===== src/rtl/mips_pkg.sv =====
// mips_pkg: shared datapath widths, the hardwired-zero register index and ALU control encodings.
package mips_pkg;
    localparam int DATA_W_DEF  = 32;
    localparam int REG_NUM_DEF = 32;
    localparam int ADDR_W_DEF  = $clog2(REG_NUM_DEF);
    localparam int NUM_RD_DEF  = 2;
    localparam int PEND_W_DEF  = 2;
    localparam int REG_ZERO    = 0;
    typedef enum logic [3:0] {
        ALUC_ADD = 4'b0000,
        ALUC_SUB = 4'b0100,
        ALUC_AND = 4'b0001,
        ALUC_OR  = 4'b0101,
        ALUC_XOR = 4'b0010,
        ALUC_LUI = 4'b0110,
        ALUC_SLL = 4'b0011,
        ALUC_SRL = 4'b0111,
        ALUC_SRA = 4'b1111
    } aluc_e;
endpackage


===== src/rtl/regfile_pend_ctr.sv =====
// regfile_pend_ctr: saturating pending-write counter for one register; clr wins, then a same-edge inc reloads 1.
module regfile_pend_ctr #(
    parameter int W = 2
) (
    input  logic         clk,
    input  logic         clrn,
    input  logic         inc,
    input  logic         dec,
    input  logic         clr,
    output logic [W-1:0] cnt,
    output logic         nz,
    output logic         full
);
    logic [W-1:0] cnt_nx;
    assign nz   = |cnt;
    assign full = &cnt;
    always_comb begin
        cnt_nx = clr                      ? W'(inc)      :
                 (inc && !dec && !full)   ? cnt + 1'b1   :
                 (dec && !inc && nz)      ? cnt - 1'b1   : cnt;
    end
    always_ff @(posedge clk or negedge clrn) begin
        if (!clrn) cnt <= '0;
        else       cnt <= cnt_nx;
    end
endmodule


===== src/rtl/regfile_scoreboard.sv =====
// regfile_scoreboard: multi-port MIPS register file with per-register pending-write scoreboard; REGFILE_BYPASS_EN enables write-through.
module regfile_scoreboard
    import mips_pkg::*;
#(
    parameter  int DATA_W  = DATA_W_DEF,
    parameter  int REG_NUM = REG_NUM_DEF,
    parameter  int NUM_RD  = NUM_RD_DEF,
    parameter  int PEND_W  = PEND_W_DEF,
    localparam int ADDR_W  = $clog2(REG_NUM)
) (
    input  logic                     clk,
    input  logic                     clrn,
    input  logic [NUM_RD*ADDR_W-1:0] rd_addr,
    output logic [NUM_RD*DATA_W-1:0] rd_data,
    output logic [NUM_RD-1:0]        rd_busy,
    input  logic                     iss_en,
    input  logic [ADDR_W-1:0]        iss_addr,
    output logic                     iss_ok,
    input  logic                     wb_en,
    input  logic [ADDR_W-1:0]        wb_addr,
    input  logic [DATA_W-1:0]        wb_data,
    input  logic                     flush,
    output logic                     pend_any
);
    localparam logic [ADDR_W-1:0] ZERO = ADDR_W'(REG_ZERO);
    logic [DATA_W-1:0]  regs [REG_NUM];
    logic [PEND_W-1:0]  cnt  [REG_NUM];
    logic [REG_NUM-1:0] nz, full;
    logic               iss_fire, wb_fire;
    assign wb_fire  = wb_en && wb_addr != ZERO;
    // A write-back retiring the same register frees a slot, so a full counter may still accept an issue.
    assign iss_ok   = !(full[iss_addr] && !(wb_fire && wb_addr == iss_addr));
    assign iss_fire = iss_en && iss_addr != ZERO && iss_ok;
    assign pend_any = |nz;
    always_ff @(posedge clk or negedge clrn) begin
        if (!clrn) for (int k = 0; k < REG_NUM; k++) regs[k] <= '0;
        else if (wb_fire) regs[wb_addr] <= wb_data;
    end
    for (genvar r = 0; r < REG_NUM; r++) begin : g_ctr
        if (r == 0) begin : g_zero
            assign cnt[r]  = '0;
            assign nz[r]   = 1'b0;
            assign full[r] = 1'b0;
        end else begin : g_cnt
            regfile_pend_ctr #(.W(PEND_W)) u_ctr (
                .clk  (clk),
                .clrn (clrn),
                .inc  (iss_fire && iss_addr == ADDR_W'(r)),
                .dec  (wb_fire && wb_addr == ADDR_W'(r)),
                .clr  (flush),
                .cnt  (cnt[r]),
                .nz   (nz[r]),
                .full (full[r])
            );
        end
    end
    for (genvar i = 0; i < NUM_RD; i++) begin : g_rd
        logic [ADDR_W-1:0] a;
        assign a = rd_addr[i*ADDR_W +: ADDR_W];
`ifdef REGFILE_BYPASS_EN
        logic hit;
        assign hit = wb_fire && wb_addr == a;
        assign rd_data[i*DATA_W +: DATA_W] = (a == ZERO) ? '0 : hit ? wb_data : regs[a];
        assign rd_busy[i] = a != ZERO && cnt[a] != '0 && !(hit && cnt[a] == PEND_W'(1));
`else
        assign rd_data[i*DATA_W +: DATA_W] = (a == ZERO) ? '0 : regs[a];
        assign rd_busy[i] = a != ZERO && cnt[a] != '0;
`endif
    end
endmodule


===== config.mk =====
export PLATFORM = sky130hd
export DESIGN_NAME = regfile_scoreboard
export DESIGN_NICKNAME = d
export VERILOG_FILES = /design/src/rtl/mips_pkg.sv /design/src/rtl/regfile_pend_ctr.sv /design/src/rtl/regfile_scoreboard.sv
export SDC_FILE = /design/constraint.sdc
export NUM_CORES = 2
export LEC_CHECK = 0
export BUFFER_PORTS_ARGS = -buffer_cell sky130_fd_sc_hd__buf_2
export CORE_AREA = 2 2 315 317
export DETAILED_ROUTE_END_ITERATION = 12
export DIE_AREA = 0 0 317 319
export PLACE_DENSITY = 0.77
export SYNTH_ARGS = -nofsm -noshare
export SYNTH_HDL_FRONTEND = slang
export SYNTH_HIERARCHICAL = 1
export SYNTH_SLANG_ARGS = --single-unit

===== constraint.sdc =====
create_clock -name clk -period 3.7 [get_ports clk]
set_input_delay 0.555 -clock clk [delete_from_list [all_inputs] [get_ports clk]]
set_output_delay 0.555 -clock clk [all_outputs]
set_load 0.01 [all_outputs]

# Yosys cells after proc, flatten, opt, wreduce, memory -nomap -nowiden
# Cells that the tools add are included.
word_totals:
  register_bits: 1086
  out_inout_bits: 68
  elab_cells: 699
  in_bits: 57
classes:
  n_eq_ne: 63
  muxes: 112
  n_reduce_logical: 391
  magnitude_cmp: 5
  bitwise: 3
  add_sub_neg: 62
op_table:
  columns: ["op", "count"]
  rows:
  - ["bitwise mux 1024 bit", 1]
  - ["binary-select mux 32 bit (select 5 bit)", 2]
  - ["two-way mux 32 bit", 7]
  - ["logical AND 1 bit", 194]
  - ["two-way mux 2 bit", 97]
  - ["demux 32 bit (select 5 bit)", 1]
  - ["== test 5 bit (second input constant)", 32]
  - ["logical NOT 1 bit", 95]
  - ["nonzero test 3 bit", 31]
  - ["== test 5 x 4 -> 1 bit (second input constant)", 16]
  - ["adder 2 x 1 -> 2 bit (second input constant)", 31]
  - ["AND reduction 2 bit", 31]
  - ["OR reduction 2 bit", 31]
  - ["OR reduction 62 bit", 1]
  - ["subtractor 2 x 1 -> 2 bit (second input constant)", 31]
  - ["== test 5 x 3 -> 1 bit (second input constant)", 8]
  - ["binary-select mux 2 bit (select 5 bit)", 2]
  - ["== test 5 x 2 -> 1 bit (second input constant)", 4]
  - ["nonzero test 5 bit", 4]
  - [">= comparator 6 bit (second input constant)", 3]
  - ["NOT 5 -> 6 bit", 3]
  - ["== test 5 x 1 -> 1 bit (second input constant)", 2]
  - ["logical NOT 5 bit", 2]
  - ["< comparator 5 x 6 -> 1 bit (second input constant)", 1]
  - ["other kinds (5)", 6]

# Depth between registers and ports, before layout
logic_depth:
  depth_word: 14
  depth_mapped: 11
  ltp_nobuf: 9

# Cells and area by module
# Netlist, hierarchy kept.
by_module_without_submodules:
  columns: ["mod", "cells_each", "area_per_inst_um2", "seq_area_each_um2", "instances"]
  rows:
  - ["regfile_scoreboard", 3756, 55570.8, 25624.6, 1]
  - ["regfile_pend_ctr", 16, 143.9, 50.0, 31]

# Least setup slack after synthesis
# OpenSTA, ideal clock, no wires.
synth_path:
  path_type: "input to register"
  from: "in iss_addr[0]"
  to: "reg g_ctr[17].g_cnt.u_ctr.cnt[0]"
  t_required_ps: 3572
  setup_ps: 128
  slack_ps: 663
  path_stages: 8
  path_buffers: 0
  t_arrival_ps: 2909
  cell_sequence: "mux4_1 mux2_2 a211oi_4 nor2_2 nor4b_1 or4b_1 nand2_1 a221oi_2"
synth_between:
  elab_chain_cells: 11
  word_cells_on_any_way: 20
  classes_between: "eq/ne (2); mux (4); reduce/logical (14)"
synth_lines:
  columns: ["item", "line", "text"]
  rows:
  - ["start, declared", "regfile_scoreboard.sv:17", "input logic [ADDR_W-1:0] iss_addr,"]
  - ["branches (longest 6 deep; another with binary-select mux 1 bit (select 5 bit))", null, null]
  - ["logical AND 1 bit (*)", "regfile_scoreboard.sv:48", ".inc (iss_fire && iss_addr == ADDR_W'(r)),"]
  - ["logical AND 1 bit / logical NOT 1 bit (equally long branches)", "regfile_pend_ctr.sv:19, regfile_pend_ctr.sv:20", null]
  - ["logical AND 1 bit (on tied branches)", "regfile_pend_ctr.sv:19, regfile_pend_ctr.sv:20", null]
  - ["two-way mux 2 bit / logical AND 1 bit (equally long branches)", "regfile_pend_ctr.sv:19, regfile_pend_ctr.sv:20", null]
  - ["two-way mux 2 bit / nonzero test 3 bit (equally long branches)", null, null]
  - ["end signal, assigned", "regfile_pend_ctr.sv:24", "else cnt <= cnt_nx;"]
  - ["end, declared", "regfile_pend_ctr.sv:10", "output logic [W-1:0] cnt,"]
# Mark *: on every way between the ends. The select of a mux whose other input is x is not followed.
# A chain may end at the register's enable or synchronous reset.

# Worst setup path in the final report
layout_path:
  from: "in rd_addr[0]"
  to: "out rd_data[11]"
layout_between:
  elab_chain_cells: 5
  word_cells_on_any_way: 6
  classes_between: "mux (4); bitwise (1); reduce/logical (1)"
layout_lines:
  columns: ["item", "line", "text"]
  rows:
  - ["start, declared", "regfile_scoreboard.sv:13", "input logic [NUM_RD*ADDR_W-1:0] rd_addr,"]
  - ["NOT 5 -> 6 bit (not written as such)", "regfile_scoreboard.sv:66", "assign rd_data[i*DATA_W +: DATA_W] = (a == ZERO) ? '0 : regs[a];"]
  - ["binary-select mux 32 bit (select 5 bit)", "regfile_scoreboard.sv:66", null]
  - ["two-way mux 32 bit (not written as such) (2 in a row)", "regfile_scoreboard.sv:66", null]
  - ["two-way mux 32 bit (*)", "regfile_scoreboard.sv:66", null]
  - ["end, declared", "regfile_scoreboard.sv:14", "output logic [NUM_RD*DATA_W-1:0] rd_data,"]
# Mark *: on every way between the ends. The rest lies on a longest branch, timed or not. The select of a mux whose other input is x is not followed.

==> impl_metrics.tcl <==
set metrics [dict create \
    outcome "complete, no violations" \
    ys.flop_type "dfrtp_1" \
    hold_path_class "in -> reg" \
    hold_path_depth 3 \
    vias_per_cell 7.11 \
    clk_path_buf_depth 3 \
    grt_pass1_wl_mm 264 \
    seq_area_frac_synth_pct 45.3 \
    clk_pin_slew_ns 0.06 \
    path_max_fanout 37 \
    area_growth_pct 12.0 \
    period_share_pct 94.0 \
    p_switching_mw 9.29 \
    synth-seq-cells 1086 \
    initial_core_util_pct 61.4 \
    cap_violations 0 \
    place_ws_ns 0.152 \
    ff2ff_path_depth 10 \
    core_area_mm2 0.0977 \
    postSynthAreaPerCell_um2 14.1 \
    relSlewSlack_pct 35.1 \
    hold_viol 0 \
    synthCells 4252 \
    start_kind "input pin" \
    grt_pass1_vias 41200 \
    hpwl_mm 104 \
    p_seq_share_pct 45.2 \
    syn_area_mm2 0.0600 \
    postRouteAntennaNets 0 \
    drt_iter0_markers 4672 \
    std_cell_rows 115 \
    final.setup.tns_ns 0 \
    synth-edff-count 0 \
    tritoncts "built" \
    antenna_found_initial 13 \
    clockPowerShare_pct 34.2 \
    cp.required_ns 3.14 \
    ys_warn_count 6 \
    fin_nets 4351 \
    cts_htree_levels 3 \
    ys_types 58 \
    root_buffer "clkbuf_16" \
    worst-setup-path-type "in -> out" \
    vdd.ir_drop.worst_v 0.000454 \
    tightest_slew_ns 0.974 \
    io_pins 125 \
    die-height_um 319 \
    end_kind "output port" \
    routed_wl_mm 174 \
    maxSlewViolCount 0 \
    portBuffers 124 \
    setup_viol 0 \
    power.internal_mw 25.2 \
    via_count 40400 \
    grt.total_usage_pct 35.3 \
    grt_max_degree 83 \
    whs_ns 0.313 \
    power_frac_comb_pct 20.6 \
    min_period_ns 3.48 \
    die_x_um 317 \
    rsz0062_at_grt "no" \
    clkLatencyLatePin_ns 0.70 \
    layout-drive-gt1-share_pct 51.7 \
    synth_nets 4309 \
    die_area_mm2 0.101 \
    drc_errors 0 \
    layout_setup_ws_ns 0.223 \
    cts_buffers 115 \
    wl_per_cell_um 30.7 \
    total_power_mw 34.5 \
    cts_sinks 1086 \
    dr.pass1.iters 5 \
    clock-skew-final_ns 0.0158 \
    grt.overflow.total 0 \
    final_util_pct 68.8 \
    arrival_ns 2.92 \
    async_reset_ff_share_pct 100 \
    gp_congestion 0.916 \
    p_per_area_mw_per_mm2 513 \
    power.leakage_nw 29.7 \
    p_sw_share_pct 26.9 \
    fmax_mhz 288 \
]
layout make-up:
class / instances / area, um2
timing repair buffer: 346 / 3300
clock inverter: 42 / 483
inverter: 92 / 348
tap: 1287 / 1610
sequential: 1086 / 27200
multi-input combinational: 2653 / 31000
antenna: 7 / 17.5
fill: 6532 / 30500
clock buffer: 169 / 3340
power by group through the flow:
| stage | Clock [mW] | Sequential (mW) | Combinational (mW) |
|---|---|---|---|
| CTS | 11.9 | 15.5 | 7.11 |
| finish | 11.8 | 15.6 | 7.10 |
| floorplan | 0 | 15.1 | 5.34 |
| detailed placement | 0 | 15.7 | 7.05 |
| global placement | 0 | 15.5 | 6.83 |
| global route | 12.4 | 15.8 | 7.58 |
per-stage QoR:
stage	area [um2]	cells
3_3_place_gp	63400	5463
5_1_grt	67200	5679
6_report	67200	5682
2_1_floorplan	60000	4252
4_1_cts	67200	5675
3_5_place_dp	63400	5463
layout by cell type, fill, tap and decap left out, types with 32 or more instances in the layout:
master,n
nor3_1,47
mux2_2,959
nand2_1,389
nor2b_1,32
a21oi_1,108
nor2_1,64
clkbuf_16,117
o21ai_0,65
nand3b_1,38
inv_1,88
buf_12,75
nand2b_1,35
mux4_2,619
dfrtp_1,1086
a22oi_1,32
buf_2,115
buf_4,148
or2_2,32
repair_timing:
| action | in CTS | in global routing |
|---|---|---|
| hold buffers | 1 | 0 |
| buffers inserted | 0 | 0 |
| endpoints found under the hold margin | 46 | 0 |
| endpoints found under the setup margin | 1 | 0 |
| resized for setup | 1 | 0 |
Yosys cell counts (all sizes together) (2+ instances only):
| library cell | count | area share (%) |
|---|---|---|
| nand3 | 4 | 0.033 |
| or2 | 34 | 0.35 |
| and2 | 31 | 0.39 |
| a2111o | 2 | 0.038 |
| nand2 | 405 | 2.5 |
| dfrtp | 1086 | 45 |
| a21o | 32 | 0.46 |
| nor4b | 2 | 0.029 |
| buf | 181 | 1.4 |
| or3 | 4 | 0.042 |
| and3 | 2 | 0.021 |
| mux4 | 621 | 23 |
| a21oi | 109 | 0.91 |
| nor2 | 77 | 0.49 |
| a211o | 4 | 0.058 |
| mux2i | 2 | 0.033 |
| nand3b | 38 | 0.48 |
| inv | 91 | 0.57 |
| nand2b | 37 | 0.39 |
| a2111oi | 2 | 0.029 |
| mux2 | 963 | 18 |
| o21ai | 66 | 0.55 |
| a221oi | 33 | 0.80 |
| nor3 | 47 | 0.39 |
| o41ai | 2 | 0.029 |
| nor2b | 32 | 0.33 |
| clkbuf | 240 | 1.5 |
| a22oi | 32 | 0.40 |
| a31oi | 2 | 0.021 |
| xnor2 | 5 | 0.073 |
| a211oi | 5 | 0.092 |
| nand4 | 5 | 0.052 |
| nor4 | 10 | 0.10 |
| or4b | 31 | 0.52 |
| nor3b | 3 | 0.038 |
state kept, by name (all words and copies together) (netlist names):
register and cells:
g_ctr.g_cnt.u_ctr/cnt 62, regs 1024
kinds of logic after synthesis:
group,count (synthesis),synth area share [%]
compound gates,296,3.50
xor+xnor,5,0.0729
buf+inv,513,3.51
flops,1086,45.3
mux,1586,41.4
simple gates,766,6.24
metal layers:
metal	global-route usage [%]	part of all wire, %	vias up	routed length (um)
li1	-	-	16200	-
met3	6.67	9.2	473	16000
met4	14.8	4.3	4	7530
met2	54.6	48	2229	83000
met1	49.6	39	21500	67800
met5	0	0.015	-	27
critical path: stages:
cell,delay (ns)
buf_8,0.40
buf_12,0.23
mux4_2,0.51
mux4_2,0.46
nand2_1,0.08
o21ai_0,0.33
buf_2,0.27
worst paths after layout:
| path | endpoint | slack (ns) | start |
|---|---|---|---|
| worst max-delay path | rd_data[11] | 0.22 | rd_addr[0] |
| worst min-delay path | regs[779]$_DFFE_PN0P_ | 0.31 | wb_data[11] |
| worst max register to register | g_ctr[29].g_cnt.u_ctr/cnt[0]$_DFFE_PN0P_ | 0.25 | g_ctr[29].g_cnt.u_ctr/cnt[1]$_DFFE_PN0P_ |
| worst min register to register | regs[1015]$_DFFE_PN0P_ | 0.40 | regs[1015]$_DFFE_PN0P_ |
| max in group asynchronous | regs[680]$_DFFE_PN0P_ | 2.14 | clrn |
| min in group asynchronous | g_ctr[31].g_cnt.u_ctr/cnt[1]$_DFFE_PN0P_ | 0.49 | clrn |
(Power assumes the default switching activity.)
